===== src/rtl/serial_subtractor.sv =====
// Multi-cycle subtractor D = a - b - Bin, BITS_PER_CYCLE bits per clock through one borrow chain.
// Optional signed-overflow output enabled by defining SERIAL_SUB_OVF_EN.
module serial_subtractor #(
    parameter int unsigned WIDTH          = 8,
    parameter int unsigned BITS_PER_CYCLE = 1
) (
    input  logic             clk,
    input  logic             rst,
    input  logic             start,
    input  logic [WIDTH-1:0] a,
    input  logic [WIDTH-1:0] b,
    input  logic             Bin,
    output logic             busy,
    output logic             done,
    output logic [WIDTH-1:0] D,
    output logic             Bout
`ifdef SERIAL_SUB_OVF_EN
    ,
    output logic             ovf
`endif
);

    localparam int unsigned BPC   = BITS_PER_CYCLE;
    localparam int unsigned STEPS = (BPC == 0) ? 1 : WIDTH / BPC;
    localparam int unsigned CNT_W = (STEPS > 1) ? $clog2(STEPS) : 1;
    localparam logic [CNT_W-1:0] LAST_STEP = CNT_W'(STEPS - 1);

    localparam logic [1:0] S_IDLE = 2'd0;
    localparam logic [1:0] S_RUN  = 2'd1;
    localparam logic [1:0] S_DONE = 2'd2;

    if (WIDTH < 2 || BPC == 0 || (WIDTH % BPC) != 0) begin : g_bad_params
        $error("serial_subtractor: BITS_PER_CYCLE must divide WIDTH and WIDTH must be >= 2");
    end

    logic [1:0]       state_q, state_d;
    logic [WIDTH-1:0] a_q, a_d;
    logic [WIDTH-1:0] b_q, b_d;
    logic [WIDTH-1:0] res_q, res_d;
    logic             borrow_q, borrow_d;
    logic [CNT_W-1:0] cnt_q, cnt_d;
    logic             busy_q, busy_d;
    logic             done_q, done_d;
    logic [WIDTH-1:0] d_q, d_d;
    logic             bout_q, bout_d;

    logic [BPC-1:0]   chunk_c;
    logic             chain_bout_c;
    logic [WIDTH-1:0] res_next_c;
`ifdef SERIAL_SUB_OVF_EN
    logic             ovf_q, ovf_d;
    logic             msb_bin_c;
`endif

    // Shared borrow chain over the low BPC bits of the operand shift registers.
    always_comb begin
        chunk_c      = '0;
        chain_bout_c = borrow_q;
`ifdef SERIAL_SUB_OVF_EN
        msb_bin_c    = borrow_q;
`endif
        for (int i = 0; i < int'(BPC); i++) begin
`ifdef SERIAL_SUB_OVF_EN
            msb_bin_c    = chain_bout_c;
`endif
            chunk_c[i]   = a_q[i] ^ b_q[i] ^ chain_bout_c;
            chain_bout_c = (~a_q[i] & b_q[i]) | (~(a_q[i] ^ b_q[i]) & chain_bout_c);
        end
    end

    // New difference chunk enters from the MSB side.
    assign res_next_c = (res_q >> BPC) | (WIDTH'(chunk_c) << (WIDTH - BPC));

    always_comb begin
        state_d  = state_q;
        a_d      = a_q;
        b_d      = b_q;
        res_d    = res_q;
        borrow_d = borrow_q;
        cnt_d    = cnt_q;
        busy_d   = 1'b0;
        done_d   = 1'b0;
        d_d      = d_q;
        bout_d   = bout_q;
`ifdef SERIAL_SUB_OVF_EN
        ovf_d    = ovf_q;
`endif
        case (state_q)
            S_IDLE, S_DONE: begin
                if (start) begin
                    a_d      = a;
                    b_d      = b;
                    res_d    = '0;
                    borrow_d = Bin;
                    cnt_d    = '0;
                    busy_d   = 1'b1;
                    state_d  = S_RUN;
                end else begin
                    state_d  = S_IDLE;
                end
            end
            S_RUN: begin
                a_d      = a_q >> BPC;
                b_d      = b_q >> BPC;
                res_d    = res_next_c;
                borrow_d = chain_bout_c;
                cnt_d    = cnt_q + CNT_W'(1);
                busy_d   = 1'b1;
                if (cnt_q == LAST_STEP) begin
                    d_d     = res_next_c;
                    bout_d  = chain_bout_c;
`ifdef SERIAL_SUB_OVF_EN
                    ovf_d   = msb_bin_c ^ chain_bout_c;
`endif
                    busy_d  = 1'b0;
                    done_d  = 1'b1;
                    state_d = S_DONE;
                end
            end
            default: state_d = S_IDLE;
        endcase
    end

    always_ff @(posedge clk or posedge rst) begin
        if (rst) begin
            state_q  <= S_IDLE;
            a_q      <= '0;
            b_q      <= '0;
            res_q    <= '0;
            borrow_q <= 1'b0;
            cnt_q    <= '0;
            busy_q   <= 1'b0;
            done_q   <= 1'b0;
            d_q      <= '0;
            bout_q   <= 1'b0;
`ifdef SERIAL_SUB_OVF_EN
            ovf_q    <= 1'b0;
`endif
        end else begin
            state_q  <= state_d;
            a_q      <= a_d;
            b_q      <= b_d;
            res_q    <= res_d;
            borrow_q <= borrow_d;
            cnt_q    <= cnt_d;
            busy_q   <= busy_d;
            done_q   <= done_d;
            d_q      <= d_d;
            bout_q   <= bout_d;
`ifdef SERIAL_SUB_OVF_EN
            ovf_q    <= ovf_d;
`endif
        end
    end

    assign busy = busy_q;
    assign done = done_q;
    assign D    = d_q;
    assign Bout = bout_q;
`ifdef SERIAL_SUB_OVF_EN
    assign ovf  = ovf_q;
`endif

endmodule


===== config.mk =====
export PLATFORM = sky130hd
export DESIGN_NAME = serial_subtractor
export DESIGN_NICKNAME = d
export VERILOG_FILES = /design/src/rtl/serial_subtractor.sv
export SDC_FILE = /design/constraint.sdc
export NUM_CORES = 1
export LEC_CHECK = 0
export CAP_MARGIN = 20
export CORE_ASPECT_RATIO = 1.1
export CORE_MARGIN = 2
export CORE_UTILIZATION = 35
export CTS_CLUSTER_DIAMETER = 200
export DETAILED_ROUTE_END_ITERATION = 16
export MAX_ROUTING_LAYER = met4
export SLEW_MARGIN = 20
export SYNTH_ARGS = -nofsm -noshare
export SYNTH_HDL_FRONTEND = slang
export SYNTH_SLANG_ARGS = --single-unit
export TNS_END_PERCENT = 5

===== constraint.sdc =====
create_clock -name clk -period 2.95 [get_ports clk]
set_input_delay 0.7375 -clock clk [delete_from_list [all_inputs] [get_ports clk]]
set_output_delay 0.7375 -clock clk [all_outputs]
set_load 0.005 [all_outputs]

==> flow_metrics.env, run 1 <==
export IMPL_grt_overflow_total=0
export IMPL_ys_seq_area_share_pct=55.1
export IMPL_cts_setup_buffers=0
export IMPL_final_setup_viol_count=0
export IMPL_netlist_area_leader_share_pct=55.1
export IMPL_drcViolationCount=0
export IMPL_io_buffers=30
export IMPL_clockBufferDepth=2
export IMPL_ys_types=26
export IMPL_finalHoldViolations=0
export IMPL_synth_area_um2=1820
export IMPL_antennaDiodeCount=0
export IMPL_grt_max_degree=27
export IMPL_drt_iter0_markers=46
export IMPL_vias_per_cell=5.10
export IMPL_leakagePower_nw=0.940
export IMPL_gr_usage_all_layers_pct=13.4
export IMPL_synthTopCellsByCount="dfrtp_1, o22ai_1, a22o_1, mux2_2"
export IMPL_fin_skew_ns=0.00518
export IMPL_start_kind="input pin"
export IMPL_cts_made_buffers=5
export IMPL_worst_slack_ns=1.05
export IMPL_grt_pass1_wl_um=5770
export IMPL_totalWireLength_um=3540
export IMPL_dpl_cell_area_um2=2100
export IMPL_io_pins=31
export IMPL_initial_core_util_pct=36.3
export IMPL_synth_edff_count=0
export IMPL_p_int_w=0.00150
export IMPL_synth_main_ff_cell="dfrtp_1"
export IMPL_slew_viol_final=0
export IMPL_ys_ff_latch=40
export IMPL_grt_pass1_vias=1218
export IMPL_ir_drop_mv=0.414
export IMPL_gp_congestion=0.787
export IMPL_cts_tree="done"
export IMPL_criticalPathCategory="in -> reg"
export IMPL_switching_share_pct=35.1
export IMPL_htree_levels=2
export IMPL_synth_top_area_cell="dfrtp_1"
export IMPL_synth_warnings=0
export IMPL_power_frac_comb_pct=42.1
export IMPL_finalSetupTns_ns=0
export IMPL_area_delta_synth_final_pct=19.7
export IMPL_fin_area_um2=2170
export IMPL_pwr_share_seq_pct=43.1
export IMPL_synth_fp_nets=161
export IMPL_clock_latency_ns=0.29
export IMPL_clk_pin_slew_worst_paths_ns=0.08
export IMPL_cp_max_fo=16
export IMPL_worstMarginPinSlew_ns=0.654
export IMPL_run_status="finished clean"
export IMPL_cts_resized=0
export IMPL_rows=27
export IMPL_switchingPower_w=0.000812
export IMPL_hold_path_class="reg -> reg"
export IMPL_arrival_ns=2.10
export IMPL_cts_root_buf="clkbuf_8"
export IMPL_avgSynthCellArea_um2=13.2
export IMPL_drive_gt1_share_pct=26.9
export IMPL_fin_crit_sh_pct=64.6
export IMPL_synth_most_common_cell="dfrtp_1"
export IMPL_synthTopCellsByArea="dfrtp_1, mux2_2, a22o_1"
export IMPL_vias=1148
export IMPL_dp_hpwl_um=2370
export IMPL_max_cap_viol_count=0
export IMPL_rsz0062_at_grt="no"
export IMPL_synthCells=138
export IMPL_numClockSinks=40
export IMPL_endpoint_kind="flop"
export IMPL_dp_slack_ns=0.723
export IMPL_core_area_um2=5000
export IMPL_fin_nets=190
export IMPL_dieArea_um2=5780
export IMPL_p_per_area_nw_per_um2=1060
export IMPL_period_needed_ns=1.90
export IMPL_crit_required_ns=3.14
export IMPL_first_pass_iters=4
export IMPL_antenna_found_initial=0
export IMPL_cts_hold_buffers=0
export IMPL_die_width_um=72.7
export IMPL_whs_ns=0.482
export IMPL_die_h_um=79.6
export IMPL_routedWlPerCell_um=15.7
export IMPL_slew_headroom_pct=56.4
export IMPL_synthArstFlopShare_pct=100
export IMPL_fmax_mhz=525
export IMPL_antenna_left=0
export IMPL_power_frac_clock_pct=14.8
==> critical path, stage by stage <==
cell and delay, ns:
clkdlybuf4s50_1 0.55, nor2b_1 0.15, buf_4 0.28, nor2_4 0.11, a221oi_1 0.28
==> flip-flops by register name (all words and copies together), names as in the netlist <==
register / flops
D: 8
a_q: 8
b_q: 8
res_q: 7
cnt_q: 3
state_q: 2
Bout: 1
borrow_q: 1
busy: 1
done: 1
==> routing by layer <==
layer  GRT usage, %  part of all wire (%)
met3           3.91                   4.8
met2           20.1                    47
met5              -                     0
met1           17.2                    47
met4           5.00                   1.1
==> stage by stage <==
stage               total power [W]  util, %  std cells
floorplan                   0.00175        -        138
global placement            0.00194     41.9        218
detailed placement          0.00199     41.9        218
CTS                         0.00234     43.5        225
global route                0.00249     43.5        225
finish                      0.00231     43.5        225
==> layout make-up <==
class / instances / area, um^2
tap: 58 / 72.6
clock buffer: 6 / 72.6
sequential: 40 / 1000
clock inverter: 1 / 5.00
timing repair buffer: 33 / 323
fill: 459 / 2830
multi-input combinational: 82 / 682
inverter: 5 / 18.8
==> cells in the final DEF, fill, tap and decap left out, drive strengths merged, types with 2 or more instances in the layout <==
cell | Yosys | routed
clkdlybuf4s50 | 0 | 30
inv | 5 | 5
nor2b | 2 | 2
nor2 | 16 | 16
o22ai | 14 | 14
buf | 11 | 3
nand2b | 2 | 2
dfrtp | 40 | 40
clkbuf | 0 | 6
a22o | 12 | 12
o21ai | 3 | 3
mux2 | 12 | 12
ha | 2 | 2
nor3 | 13 | 13
==> worst paths after layout <==
kind                                             start              endpoint  slack [ns]  cells past startpoint
worst min register to register        Bout$_DFFE_PP0P_      Bout$_DFFE_PP0P_        0.48                      2
worst min-delay path                  Bout$_DFFE_PP0P_      Bout$_DFFE_PP0P_        0.48                      2
worst max-delay path                             start  borrow_q$_DFFE_PP0P_        1.05                      5
worst max register to register  state_q[0]$_DFFE_PP0P_  borrow_q$_DFFE_PP0P_        1.17                      3
max in group asynchronous                          rst    a_q[3]$_DFFE_PP0P_        1.87                      3
min in group asynchronous                          rst      Bout$_DFFE_PP0P_        0.78                      3
==> kinds of logic after synthesis <==
group           Yosys count  share of synthesized area (%)
mux                      12                           7.44
flops                    40                           55.1
xor+xnor                  1                          0.482
compound gates           31                           12.2
buf+inv                  16                           7.37
simple gates             35                           14.9
fa+ha+maj                 3                           2.48
==> power groups by stage <==
stage	Sequential (W)	Combinational, W	Clock (W)
final	0.000997	0.000974	0.000342
after CTS	0.000999	0.000992	0.000353
after floorplan	0.000948	0.000802	0
after detailed placement	0.00101	0.000984	0
after global routing	0.00103	0.00108	0.000379
after global placement	0.000995	0.000942	0
Power figures use the tool's default switching activity.
==> run 2: changes to the inputs <==
clock period = 1.6 ns   (was 2.95 ns; I/O delays follow)
==> run 2 against run 1 <==
Against the previous run:
- count of clock-buffer cells in the layout unchanged
- worst setup slack worse by 0.99 ns
- cell area increased by 4.8%
- global-route usage grew 0.20 points
- final cell count grew 2.7%
- non-clock buffer count grew 5
- critical endpoint is now D[1]
- largest power group is now combinational logic
- highest routed layer unchanged
==> flow_metrics.env, run 2 (same netlist as run 1, synthesis figures left out) <==
export IMPL_die_width_um=72.7
export IMPL_crit_required_ns=1.20
export IMPL_pwr_share_seq_pct=39.7
export IMPL_cts_root_buf="clkbuf_8"
export IMPL_arrival_ns=1.14
export IMPL_final_setup_viol_count=0
export IMPL_cp_top_family="buffers and inverters"
export IMPL_slowest_delay_ns=0.51
export IMPL_dp_cells=223
export IMPL_fillers=458
export IMPL_drive_gt1_share_pct=29.5
export IMPL_worstPathCellList="clkdlybuf4s50_1"
export IMPL_die_h_um=79.6
export IMPL_rsz0062_at_grt="no"
export IMPL_leakagePower_nw=0.991
export IMPL_dp_slack_ns=-0.0502
export IMPL_period_needed_ns=1.54
export IMPL_layout_common_cells="dfrtp_1, clkdlybuf4s50_1, o22ai_1, a22o_1, mux2_2"
export IMPL_grt_max_degree=41
export IMPL_drt_iter0_markers=47
export IMPL_gp_congestion=0.730
export IMPL_p_int_w=0.00305
export IMPL_cts_resized=0
export IMPL_clk_pin_slew_worst_paths_ns=0.08
export IMPL_fin_crit_sh_pct=96.5
export IMPL_start_kind="flop"
export IMPL_cp_max_fo=2
export IMPL_io_pins=31
export IMPL_vias_per_cell=5.16
export IMPL_core_area_um2=5000
export IMPL_run_status="finished clean"
export IMPL_worstMarginPinSlew_ns=0.356
export IMPL_ir_drop_mv=0.733
export IMPL_grt_pass1_wl_um=5930
export IMPL_grt_pass1_vias=1250
export IMPL_mostFrequentLayoutCell="dfrtp_1"
export IMPL_grt_overflow_total=0
export IMPL_finalSetupTns_ns=0
export IMPL_endpoint_kind="primary output"
export IMPL_hold_path_class="in -> async"
export IMPL_slew_headroom_pct=76.2
export IMPL_routedWlPerCell_um=15.1
export IMPL_max_cap_viol_count=0
export IMPL_antenna_found_initial=0
export IMPL_dieArea_um2=5780
export IMPL_fin_nets=195
export IMPL_finalHoldViolations=0
export IMPL_switching_share_pct=33.1
export IMPL_worst_slack_ns=0.0559
export IMPL_switchingPower_w=0.00151
export IMPL_dp_hpwl_um=2410
export IMPL_crit_slowest_cell="clkdlybuf4s50_1"
export IMPL_cts_hold_buffers=0
export IMPL_totalPowerFinal_w=0.00457
export IMPL_vias=1192
export IMPL_io_buffers=30
export IMPL_fin_skew_ns=0.00732
export IMPL_power_frac_clock_pct=17.5
export IMPL_instances_no_fill=231
export IMPL_area_delta_synth_final_pct=25.5
export IMPL_cts_tree="done"
export IMPL_first_pass_iters=4
export IMPL_initial_core_util_pct=36.3
export IMPL_gr_usage_all_layers_pct=13.6
export IMPL_numClockSinks=40
export IMPL_clock_latency_ns=0.29
export IMPL_cts_made_buffers=5
export IMPL_slew_viol_final=0
export IMPL_p_per_area_nw_per_um2=2000
export IMPL_rows=27
export IMPL_totalWireLength_um=3480
export IMPL_cts_setup_buffers=0
export IMPL_power_frac_comb_pct=42.8
export IMPL_fmax_mhz=648
export IMPL_antenna_left=0
export IMPL_antennaDiodeCount=0
export IMPL_htree_levels=2
export IMPL_clockBufferDepth=2
export IMPL_drcViolationCount=0
export IMPL_criticalPathCategory="reg -> out"
export IMPL_critPathBufInv=1
[run 2: worst paths after layout]
| path | end | slack [ns] | depth (start not counted) | start |
|---|---|---|---|---|
| worst max-delay path | D[1] | 0.06 | 1 | D[1]$_DFFE_PP0P_ |
| worst min-delay path | b_q[1]$_DFFE_PP0P_ | 0.47 | 3 | rst |
| worst max register to register | D[6]$_DFFE_PP0P_ | 0.08 | 4 | cnt_q[0]$_DFFE_PP0P_ |
| worst min register to register | Bout$_DFFE_PP0P_ | 0.49 | 2 | Bout$_DFFE_PP0P_ |
| max in group asynchronous | res_q[5]$_DFFE_PP0P_ | 0.94 | 3 | rst |
| min in group clk | Bout$_DFFE_PP0P_ | 0.49 | 2 | Bout$_DFFE_PP0P_ |
[run 2: final cells by class]
cell class,instances,area [um^2],area share [%]
multi-input cells,82,682,29.9
clock inverters,2,35.0,1.54
repair buffers,38,398,17.5
flip-flops and latches,40,1000,43.9
inverters,5,18.8,0.823
clock buffers,6,72.6,3.18
well taps,58,72.6,3.18
[run 2: layer usage]
metal	up-vias	global-route usage (%)	wire, um
met5	-	-	0
met4	0	4.81	35
met3	5	3.41	145
met2	21	20.5	1710
met1	609	17.8	1590
li1	557	-	-
[run 2: through the flow]
step           instance area [um^2]  util (%)  hold WS (ns)
2_1_floorplan                  1820         -         0.466
3_3_place_gp                   2170      43.4         0.474
3_5_place_dp                   2170      43.4         0.479
4_1_cts                        2280      45.6         0.472
5_1_grt                        2280      45.6         0.498
6_report                       2280      45.6         0.469
[run 2: tightest hold or removal path: stages]
cell,delay (ns)
clkdlybuf4s50_1,0.39
inv_1,0.09
buf_12,0.23
[run 2: power by group through the flow]
stage	sequential, W	combinational (W)	clock (W)
6_report	0.00181	0.00195	0.000800
5_1_grt	0.00188	0.00216	0.000879
4_1_cts	0.00182	0.00199	0.000825
3_5_place_dp	0.00183	0.00198	0
3_3_place_gp	0.00181	0.00190	0
2_1_floorplan	0.00175	0.00148	0
==> run 3: changes to the inputs <==
CAP_MARGIN = unset   (was 20)
==> results of run 3 <==
The final DEF is identical to that of run 2; final timing and power are the same.
